==> config.mk <==
export PLATFORM = sky130hd
export DESIGN_NAME = text_writer_flat
export DESIGN_NICKNAME = d
export VERILOG_FILES = /design/src/rtl/text_writer_pkg.sv /design/src/rtl/text_writer_if.sv /design/src/rtl/text_writer_clear_sweep.sv /design/src/rtl/text_writer.sv /design/src/flat_wrapper.sv
export SDC_FILE = /design/constraint.sdc
export NUM_CORES = 1
export LEC_CHECK = 0
export CORE_MARGIN = 8
export CORE_UTILIZATION = 50
export CTS_CLUSTER_DIAMETER = 150
export DETAILED_ROUTE_END_ITERATION = 8
export DONT_BUFFER_PORTS = 1
export PLACE_DENSITY = 0.68
export RECOVER_POWER = 25
export SYNTH_ARGS = -nofsm -noshare
export SYNTH_HDL_FRONTEND = slang
export SYNTH_SLANG_ARGS = --single-unit
==> constraint.sdc <==
create_clock -name clk -period 2.4 [get_ports clk]
set_input_delay 0.24 -clock clk [delete_from_list [all_inputs] [get_ports clk]]
set_output_delay 0.24 -clock clk [all_outputs]
set_load 0.01 [all_outputs]
==> src/rtl/text_writer_pkg.sv <==
// text_writer_pkg: shared constants for the 80x30 text buffer write path.
//   Geometry (NCOL, NROW, COL_W, ROW_W), clear code BLANK, the control
//   codes the writer interprets and the writer state encoding.
package text_writer_pkg;

   localparam int NCOL  = 80;
   localparam int NROW  = 30;
   localparam int COL_W = 7;
   localparam int ROW_W = 5;

   localparam logic [6:0]       BLANK    = 7'h20;
   localparam logic [COL_W-1:0] COL_LAST = COL_W'(NCOL - 1);
   localparam logic [ROW_W-1:0] ROW_LAST = ROW_W'(NROW - 1);

   localparam logic [7:0] CC_BS  = 8'h08;
   localparam logic [7:0] CC_TAB = 8'h09;
   localparam logic [7:0] CC_LF  = 8'h0A;
   localparam logic [7:0] CC_FF  = 8'h0C;
   localparam logic [7:0] CC_CR  = 8'h0D;

   typedef enum logic [1:0] {
      ST_INIT       = 2'd0,
      ST_IDLE       = 2'd1,
      ST_CLR_LINE   = 2'd2,
      ST_CLR_SCREEN = 2'd3
   } tw_state_t;

endpackage

==> src/rtl/text_writer_if.sv <==
// text_writer_if: byte stream handshake into the text writer.
//   char_valid - source holds a byte on char_data
//   char_data  - incoming byte
//   char_ready - writer accepts a byte this cycle
//   master: byte source, slave: text writer.
interface text_writer_if;
   logic       char_valid;
   logic [7:0] char_data;
   logic       char_ready;

   modport master (output char_valid, output char_data, input char_ready);
   modport slave  (input char_valid, input char_data, output char_ready);
endinterface

==> src/rtl/text_writer_clear_sweep.sv <==
// text_writer_clear_sweep: column/row counter used to blank buffer cells.
//   clk, rstn   - clock, synchronous active-low reset (counter -> (0,0), full)
//   start       - load: col=0, row = start_full ? 0 : start_row
//   start_full  - whole-screen sweep when 1, single row when 0
//   start_row   - row to sweep in single-row mode
//   run         - advance one cell
//   col, row    - current cell
//   last        - current cell is the final cell of the sweep
module text_writer_clear_sweep
   import text_writer_pkg::*;
(
   input  logic             clk,
   input  logic             rstn,
   input  logic             start,
   input  logic             start_full,
   input  logic [ROW_W-1:0] start_row,
   input  logic             run,
   output logic [COL_W-1:0] col,
   output logic [ROW_W-1:0] row,
   output logic             last
);

   logic full;

   // Reset leaves the counter primed for the whole-screen sweep out of reset.
   always_ff @(posedge clk) begin
      if (!rstn) begin
         col  <= '0;
         row  <= '0;
         full <= 1'b1;
      end else if (start) begin
         col  <= '0;
         row  <= start_full ? '0 : start_row;
         full <= start_full;
      end else if (run) begin
         if (col == COL_LAST) begin
            col <= '0;
            if (full) row <= (row == ROW_LAST) ? '0 : row + 1'b1;
         end else begin
            col <= col + 1'b1;
         end
      end
   end

   assign last = (col == COL_LAST) && (!full || (row == ROW_LAST));

endmodule

==> src/rtl/text_writer.sv <==
// text_writer: write-side front end of the 80x30 character buffer.
//   Consumes bytes over chr (valid/ready), keeps a cursor, writes printable
//   ASCII and interprets CR, LF, BS and FF. Owns the buffer write port.
//   clk, rstn          - clock, synchronous active-low reset
//   chr                - byte stream (slave side)
//   wr_en/col_w/row_w/din - registered buffer write port
//   cursor_col/row     - current cursor
//   busy               - a clear sweep is in progress
//   Optional: define TEXT_WRITER_TAB_EN to make 0x09 advance to the next
//   multiple of 8; otherwise 0x09 is ignored.
//
//   state          | meaning
//   ST_INIT        | post-reset blank of all 2400 cells
//   ST_IDLE        | ready for a byte
//   ST_CLR_LINE    | blanking the row the cursor just advanced onto
//   ST_CLR_SCREEN  | form feed: blanking all cells, cursor at (0,0)
module text_writer
   import text_writer_pkg::*;
(
   input  logic             clk,
   input  logic             rstn,
   text_writer_if.slave     chr,
   output logic             wr_en,
   output logic [COL_W-1:0] col_w,
   output logic [ROW_W-1:0] row_w,
   output logic [6:0]       din,
   output logic [COL_W-1:0] cursor_col,
   output logic [ROW_W-1:0] cursor_row,
   output logic             busy
);

   tw_state_t        state, state_d;
   logic             wr_en_d;
   logic [COL_W-1:0] col_w_d, cur_col_d;
   logic [ROW_W-1:0] row_w_d, cur_row_d;
   logic [6:0]       din_d;
   logic             accept, adv;
   logic             sw_start, sw_full, sw_run, sw_last;
   logic [ROW_W-1:0] sw_row_in, sw_row;
   logic [COL_W-1:0] sw_col;

`ifdef TEXT_WRITER_TAB_EN
   logic [COL_W:0] tab_col;
   assign tab_col = {1'b0, cursor_col & ~COL_W'(7)} + (COL_W+1)'(8);
`endif

   text_writer_clear_sweep u_sweep (
      .clk        (clk),
      .rstn       (rstn),
      .start      (sw_start),
      .start_full (sw_full),
      .start_row  (sw_row_in),
      .run        (sw_run),
      .col        (sw_col),
      .row        (sw_row),
      .last       (sw_last)
   );

   assign chr.char_ready = (state == ST_IDLE);
   assign busy           = (state != ST_IDLE);
   assign accept         = chr.char_valid && (state == ST_IDLE);

   always_ff @(posedge clk) begin
      if (!rstn) begin
         state      <= ST_INIT;
         wr_en      <= 1'b0;
         col_w      <= '0;
         row_w      <= '0;
         din        <= '0;
         cursor_col <= '0;
         cursor_row <= '0;
      end else begin
         state      <= state_d;
         wr_en      <= wr_en_d;
         col_w      <= col_w_d;
         row_w      <= row_w_d;
         din        <= din_d;
         cursor_col <= cur_col_d;
         cursor_row <= cur_row_d;
      end
   end

   always_comb begin
      state_d   = state;
      wr_en_d   = 1'b0;
      col_w_d   = col_w;
      row_w_d   = row_w;
      din_d     = din;
      cur_col_d = cursor_col;
      cur_row_d = cursor_row;
      sw_start  = 1'b0;
      sw_full   = 1'b0;
      sw_row_in = '0;
      sw_run    = 1'b0;
      adv       = 1'b0;

      case (state)
         ST_INIT, ST_CLR_LINE, ST_CLR_SCREEN: begin
            sw_run  = 1'b1;
            wr_en_d = 1'b1;
            col_w_d = sw_col;
            row_w_d = sw_row;
            din_d   = BLANK;
            if (sw_last) state_d = ST_IDLE;
         end
         ST_IDLE: begin
            if (accept) begin
               if (chr.char_data >= 8'h20 && chr.char_data <= 8'h7E) begin
                  wr_en_d = 1'b1;
                  col_w_d = cursor_col;
                  row_w_d = cursor_row;
                  din_d   = chr.char_data[6:0];
                  if (cursor_col == COL_LAST) begin
                     cur_col_d = '0;
                     adv       = 1'b1;
                  end else begin
                     cur_col_d = cursor_col + 1'b1;
                  end
               end else begin
                  case (chr.char_data)
                     CC_CR: cur_col_d = '0;
                     CC_LF: begin
                        cur_col_d = '0;
                        adv       = 1'b1;
                     end
                     CC_BS: begin
                        if (cursor_col != '0) begin
                           cur_col_d = cursor_col - 1'b1;
                           wr_en_d   = 1'b1;
                           col_w_d   = cursor_col - 1'b1;
                           row_w_d   = cursor_row;
                           din_d     = BLANK;
                        end
                     end
                     CC_FF: begin
                        state_d   = ST_CLR_SCREEN;
                        sw_start  = 1'b1;
                        sw_full   = 1'b1;
                        cur_col_d = '0;
                        cur_row_d = '0;
                     end
`ifdef TEXT_WRITER_TAB_EN
                     CC_TAB: begin
                        if (tab_col >= (COL_W+1)'(NCOL)) begin
                           cur_col_d = '0;
                           adv       = 1'b1;
                        end else begin
                           cur_col_d = tab_col[COL_W-1:0];
                        end
                     end
`endif
                     default: ;
                  endcase
               end
               // No scrolling: wrap to the top and blank the destination row.
               if (adv) begin
                  cur_row_d = (cursor_row == ROW_LAST) ? '0 : cursor_row + 1'b1;
                  sw_start  = 1'b1;
                  sw_row_in = cur_row_d;
                  state_d   = ST_CLR_LINE;
               end
            end
         end
         default: state_d = ST_INIT;
      endcase
   end

endmodule

==> src/flat_wrapper.sv <==
// flat-port wrapper written by rule: the top's interface ports become plain ports
module text_writer_flat import text_writer_pkg::*;
  (clk, rstn, wr_en, col_w, row_w, din, cursor_col, cursor_row, busy, chr_char_valid, chr_char_data, chr_char_ready);
  text_writer_if chr_i ();
  input  logic clk;
  input  logic rstn;
  output logic wr_en;
  output logic [COL_W-1:0] col_w;
  output logic [ROW_W-1:0] row_w;
  output logic [6:0] din;
  output logic [COL_W-1:0] cursor_col;
  output logic [ROW_W-1:0] cursor_row;
  output logic busy;
  input wire logic [$bits(chr_i.char_valid)-1:0] chr_char_valid;
  input wire logic [$bits(chr_i.char_data)-1:0] chr_char_data;
  output wire logic [$bits(chr_i.char_ready)-1:0] chr_char_ready;
  assign chr_i.char_valid = chr_char_valid;
  assign chr_i.char_data = chr_char_data;
  assign chr_char_ready = chr_i.char_ready;
  text_writer u_core (.clk(clk), .rstn(rstn), .chr(chr_i), .wr_en(wr_en), .col_w(col_w), .row_w(row_w), .din(din), .cursor_col(cursor_col), .cursor_row(cursor_row), .busy(busy));
endmodule
# [After elaboration in Yosys (flattened, before gate mapping)]
# Index checks and enable logic that the tools add are counted.
[word_totals] word_cells=114 ff_bits=47 output_inout_bits=34
[op_classes] reduce_logical=20 eq_ne=20 order_cmp=2 addsub=5 bitwise_logic=1 muxes=56
[ops] operator="5-bit 2-to-1 mux" count=17
[ops] operator="7-bit 2-to-1 mux" count=11
[ops] operator="7-bit case mux with 2 select lines" count=3
[ops] operator="8-bit by 4-bit == test with 1-bit output, second input constant" count=4
[ops] operator="1-bit 2-to-1 mux" count=17
[ops] operator="7-bit by 1-bit adder with 7-bit output, second input constant" count=2
[ops] operator="7-bit == test, second input constant" count=2
[ops] operator="3-bit by 1-bit != test with 1-bit output, second input constant" count=4
[ops] operator="4-bit AND reduction" count=3
[ops] operator="5-bit by 1-bit adder with 5-bit output, second input constant" count=2
[ops] operator="5-bit == test, second input constant" count=2
[ops] operator="2-bit 2-to-1 mux" count=5
[ops] operator="5-bit case mux with 2 select lines" count=1
[ops] operator="8-bit by 6-bit >= comparator with 1-bit output, second input constant" count=1
[ops] operator="8-bit by 7-bit less-or-equal comparator with 1-bit output, second input constant" count=1
[ops] operator="2-bit nonzero test" count=4
[ops] operator="7-bit nonzero test" count=1
[ops] operator="7-bit by 1-bit subtractor with 7-bit output, second input constant" count=1
[ops] operator="2-bit by 1-bit != test with 1-bit output, second input constant" count=3
[ops] operator="3-bit AND reduction" count=2
[ops] operator="3-bit OR reduction" count=2
[ops] operator="2-bit == test, second input constant" count=2
[ops] operator="2-bit case mux with 2 select lines" count=1
[ops] operator="1-bit logical AND" count=3
[ops] operator="other kinds (10)" count=10

# [Longest topological paths before layout]
[logic_depth] word_depth=10 depth_mapped=11 ltp_nobuf=8

# [Hierarchy]
# Synthesis repeated with hierarchy kept, for this count alone.
[hier_totals] hier_cells=348 hier_area_um2=2723.9
[modules_own_cells] mod="text_writer" cells_each=265 instances=1 area_each_um2=2011.9
[modules_own_cells] mod="text_writer_clear_sweep" cells_each=83 instances=1 area_each_um2=711.9

# [Worst setup path after synthesis]
# OpenSTA, ideal clock, no wires.
[synth_timing] path_kind="register to register" from="register u_core.cursor_col[0]" to="register u_core.cursor_col[2]" required_ns=2.281 stages_incl_launch_ff=10 setup_time_ns=0.119 path_slack_ns=-0.007 arrival_ns=2.288 path_cell_list="dfxtp_1 inv_1 ha_1 or4b_4 or3_1 buf_2 and2_4 buf_6 o21a_1 o221a_2"
[synth_via] elab_chain_len=4 elab_cells_between_ends=10 classes_between="add/sub (2); eq/ne (2); mux (4); reduce/logical (2)"
[synth_rtl] element="start, declared" line_no="text_writer.sv:27" rtl="output logic [COL_W-1:0] cursor_col,"
[synth_rtl] element="start signal, assigned" line_no="text_writer.sv:78" rtl="cursor_col <= cur_col_d;"
[synth_rtl] element="7-bit by 1-bit subtractor with 7-bit output" line_no="text_writer.sv:128" rtl="cur_col_d = cursor_col - 1'b1;"
[synth_rtl] element="7-bit 2-to-1 mux" line_no="text_writer.sv:127" rtl="if (cursor_col != '0) begin"
[synth_rtl] element="7-bit case mux with 2 select lines" line_no="text_writer.sv:120" rtl="case (chr.char_data)"
[synth_rtl] element="7-bit 2-to-1 mux" line_no="text_writer.sv:108" rtl="if (chr.char_data >= 8'h20 && chr.char_data <= 8'h7E) begin"
# Several ways; a longest one is shown, not always the timed one. The select of a mux whose other input is x is not followed.
# A chain may end at the register's enable or synchronous reset.

# [Worst setup path in the final report]
[layout_timing] from="register u_core.cursor_col[0]" to="register u_core.cursor_col[3]"
# Same word-level chain as after synthesis.

==> flow_summary.toml <==
[clock_tree]
htree_levels = 2
cts_root_buf = "clkbuf_8"
cts.clk_slew.worst_paths_ns = 0.09
cts_sinks = 47
clk_path_buf_depth = 2
clk-insertion-delay-late_ns = 0.31
cts_tree = "done"
cts_made_buffers = 5

[timing]
finalWorstPathRequiredPeriod_ns = 2.31
timing_worst_slew_pin_value_ns = 0.559
hold_violations = 0
fin_worst_skew_ns = 0.00582
tns_ns = 0
min_period_over_period = 0.962
slew-limit-headroom = 0.627
maxSlewViolCount = 0
rsz0062_at_grt = "no"
clock.fmax_mhz = 433
setup_violations = 0

[synthesis]
avgSynthCellArea_um2 = 7.77
synthMuxAreaShare = 0.0147
ys_ff_latch = 47
yosys.cell_count.top_type = "dfxtp_1"
syn-num-nets = 370
synth.area.top_cells = "dfxtp_1, o21ai_0, nand2_1"
synth_top_area_share = 0.345
synth_ff_type = "dfxtp_1"
synth_edf_count = 0
yosys.cell_types.count = 54
yosys.area_share.adder = 0.0367
synth_compound_area_frac = 0.267
synth-xor-area-share = 0.0289
synthSimpleGateAreaFrac = 0.251
synthArstFlopShare = 0
netlist_area_um2 = 2730
syn_inst = 351
yosys_warnings = 0
synth_commonest_cells = "dfxtp_1, nand2_1, o21ai_0, nor2_1, a21oi_1"
synth_top_family_by_area = "compound AO/OA/AOI/OAI gates"
seq_area_frac_synth = 0.345
synth_top_cell_by_area = "dfxtp_1"

[setup_path]
critPathMostFrequentCell = "a31oi_1"
crit_fanout = 7
cp_data_required_time_ns = 2.58
cp-endpoint = "u_core.cursor_col[3]"
r2r_cells = 8
crit_chain = "inv_1, ha_1, or4b_4, or3_4, and2_4, o21a_2, a31oi_1, a31oi_1"
cpMaxStageDelayCell = "or4b_4"
critPathKind = "reg2reg"
crit_path_max_incr_delay_ns = 0.46
startpoint = "u_core.cursor_col[0]"
crit_family = "simple AND/OR/NAND/NOR gates"
r2r-start = "u_core.cursor_col[0]"
end_kind = "flop"
r2r-end = "u_core.cursor_col[3]"
path_buf_inv = 1
reg2reg_slack_ns = 0.09
cp-start-kind = "flop"
cp.depth = 8
worstPathArrival_ns = 2.49

[routing]
vias = 2686
drc = 0
drt_iter0_markers = 161
antenna_left = 0
drt-total-wl_mm = 7.79
wl_per_cell_um = 18.1
via_per_inst = 6.25
drt_pass1_iterations = 5

[placed_design]
portBuffers = 0
gp_congestion = 0.895
dpl.hpwl_mm = 5.68

[cells_and_area]
synthToLayoutAreaGrowth_pct = 9.72
fin_nets = 376
diodes = 0
fill_cells = 492
post-route-util = 0.557
layout-drive-gt1-share = 0.120

[worst_hold_path]
holdPathStages = 1
hp-class = "in2reg"

[global_route]
grt-ovfl-total = 0
grt_pass1_wl_mm = 13.0
track_usage = 0.192
grt_pass1_vias = 2515
antenna_found_initial = 0
grt_max_degree = 25

[floorplanning]
start_util = 0.508
die_area_um2 = 8080
ios = 45
rows = 27
die_w_um = 89.9
die_h_um = 89.9
core_um2 = 5370

[flow_run]
drv_cap = 0

[power_and_ir_drop]
power_density_nw_per_um2 = 473
ir_drop_mv = 0.278
leakage_nw = 1.10

[outcome]
status = "complete, no violations"
[report_power, final]
part / total (mW) / leakage, nW / switching (mW) / internal [mW]
Combinational: 0.0916 / 0.670 / 0.0545 / 0.0371
Clock: 0.525 / 0.0474 / 0.290 / 0.236
Sequential: 0.798 / 0.381 / 0.0105 / 0.788
Total: 1.42 / 1.10 / 0.355 / 1.06
[what timing repair did]
action	in CTS	in global routing
hold buffers	0	0
resized for setup	0	7
buffers inserted	0	0
endpoints found under the setup margin	0	35
[metal layers]
| metal | track usage | vias to the layer above | routed length (um) |
|---|---|---|---|
| met1 | 0.224 | 1268 | 3180 |
| met3 | 0.0715 | 21 | 712 |
| li1 | - | 1296 | - |
| met2 | 0.307 | 101 | 3680 |
| met5 | 0 | - | 0 |
| met4 | 0.0846 | 0 | 211 |
[layout make-up]
type,count,area [um2],share of cell area
Tap cell,72,90.1,0.0301
Sequential cell,47,942,0.315
Clock inverter,2,16.3,0.00543
Clock buffer,6,82.6,0.0276
Multi-Input combinational cell,270,1660,0.555
Inverter,13,48.8,0.0163
Timing Repair Buffer,20,154,0.0514
[flip-flops by register name, indices dropped and copies added (netlist names)]
register / count
u_core.u_sweep.row: 5
u_core.u_sweep.full: 1
u_core.row_w: 5
u_core.cursor_row: 5
u_core.col_w: 7
u_core.u_sweep.col: 7
u_core.state: 2
u_core.wr_en: 1
u_core.din: 7
u_core.cursor_col: 7
[layout by cell type, fill, tap and decap left out, types with 8 or more instances in the layout]
cell type	instances
o21ai_0	34
inv_1	13
nand2_1	39
a31oi_1	12
ha_1	8
dfxtp_1	46
nor3_1	9
a21oi_1	21
a22oi_1	8
nor2_1	32
nand3_1	16
buf_4	19
[worst min path at each step]
stage	startpoint	end	slack [ns]
CTS	rstn	u_core.u_sweep.full	0.02
detailed placement	rstn	u_core.u_sweep.full	0.34
floorplan	rstn	u_core.cursor_col[5]	0.38
finish	rstn	u_core.u_sweep.full	0.03
global placement	rstn	u_core.u_sweep.full	0.35
global route	rstn	u_core.u_sweep.full	0.03
[kinds of logic (layout without fill, tap and decap cells)]
group,count (synthesis),count (layout)
simple gates,136,136
compound gates,113,113
flops,47,47
buf+inv,34,41
xor+xnor,9,9
fa+ha+maj,8,8
mux,4,4
[through the flow]
step	setup slack, ns	area, um2	power (mW)	std cells	hold slack, ns
final	0.0905	2990	1.42	430	0.0309
after global routing	0.00676	2990	1.46	430	0.0326
after CTS	0.0287	2970	1.43	430	0.0194
after detailed placement	0.0393	2870	0.904	422	0.342
after global placement	0.109	2870	0.904	422	0.351
after floorplan	0.0329	2730	0.887	351	0.381
No activity file was read; power rests on OpenSTA's default activity.
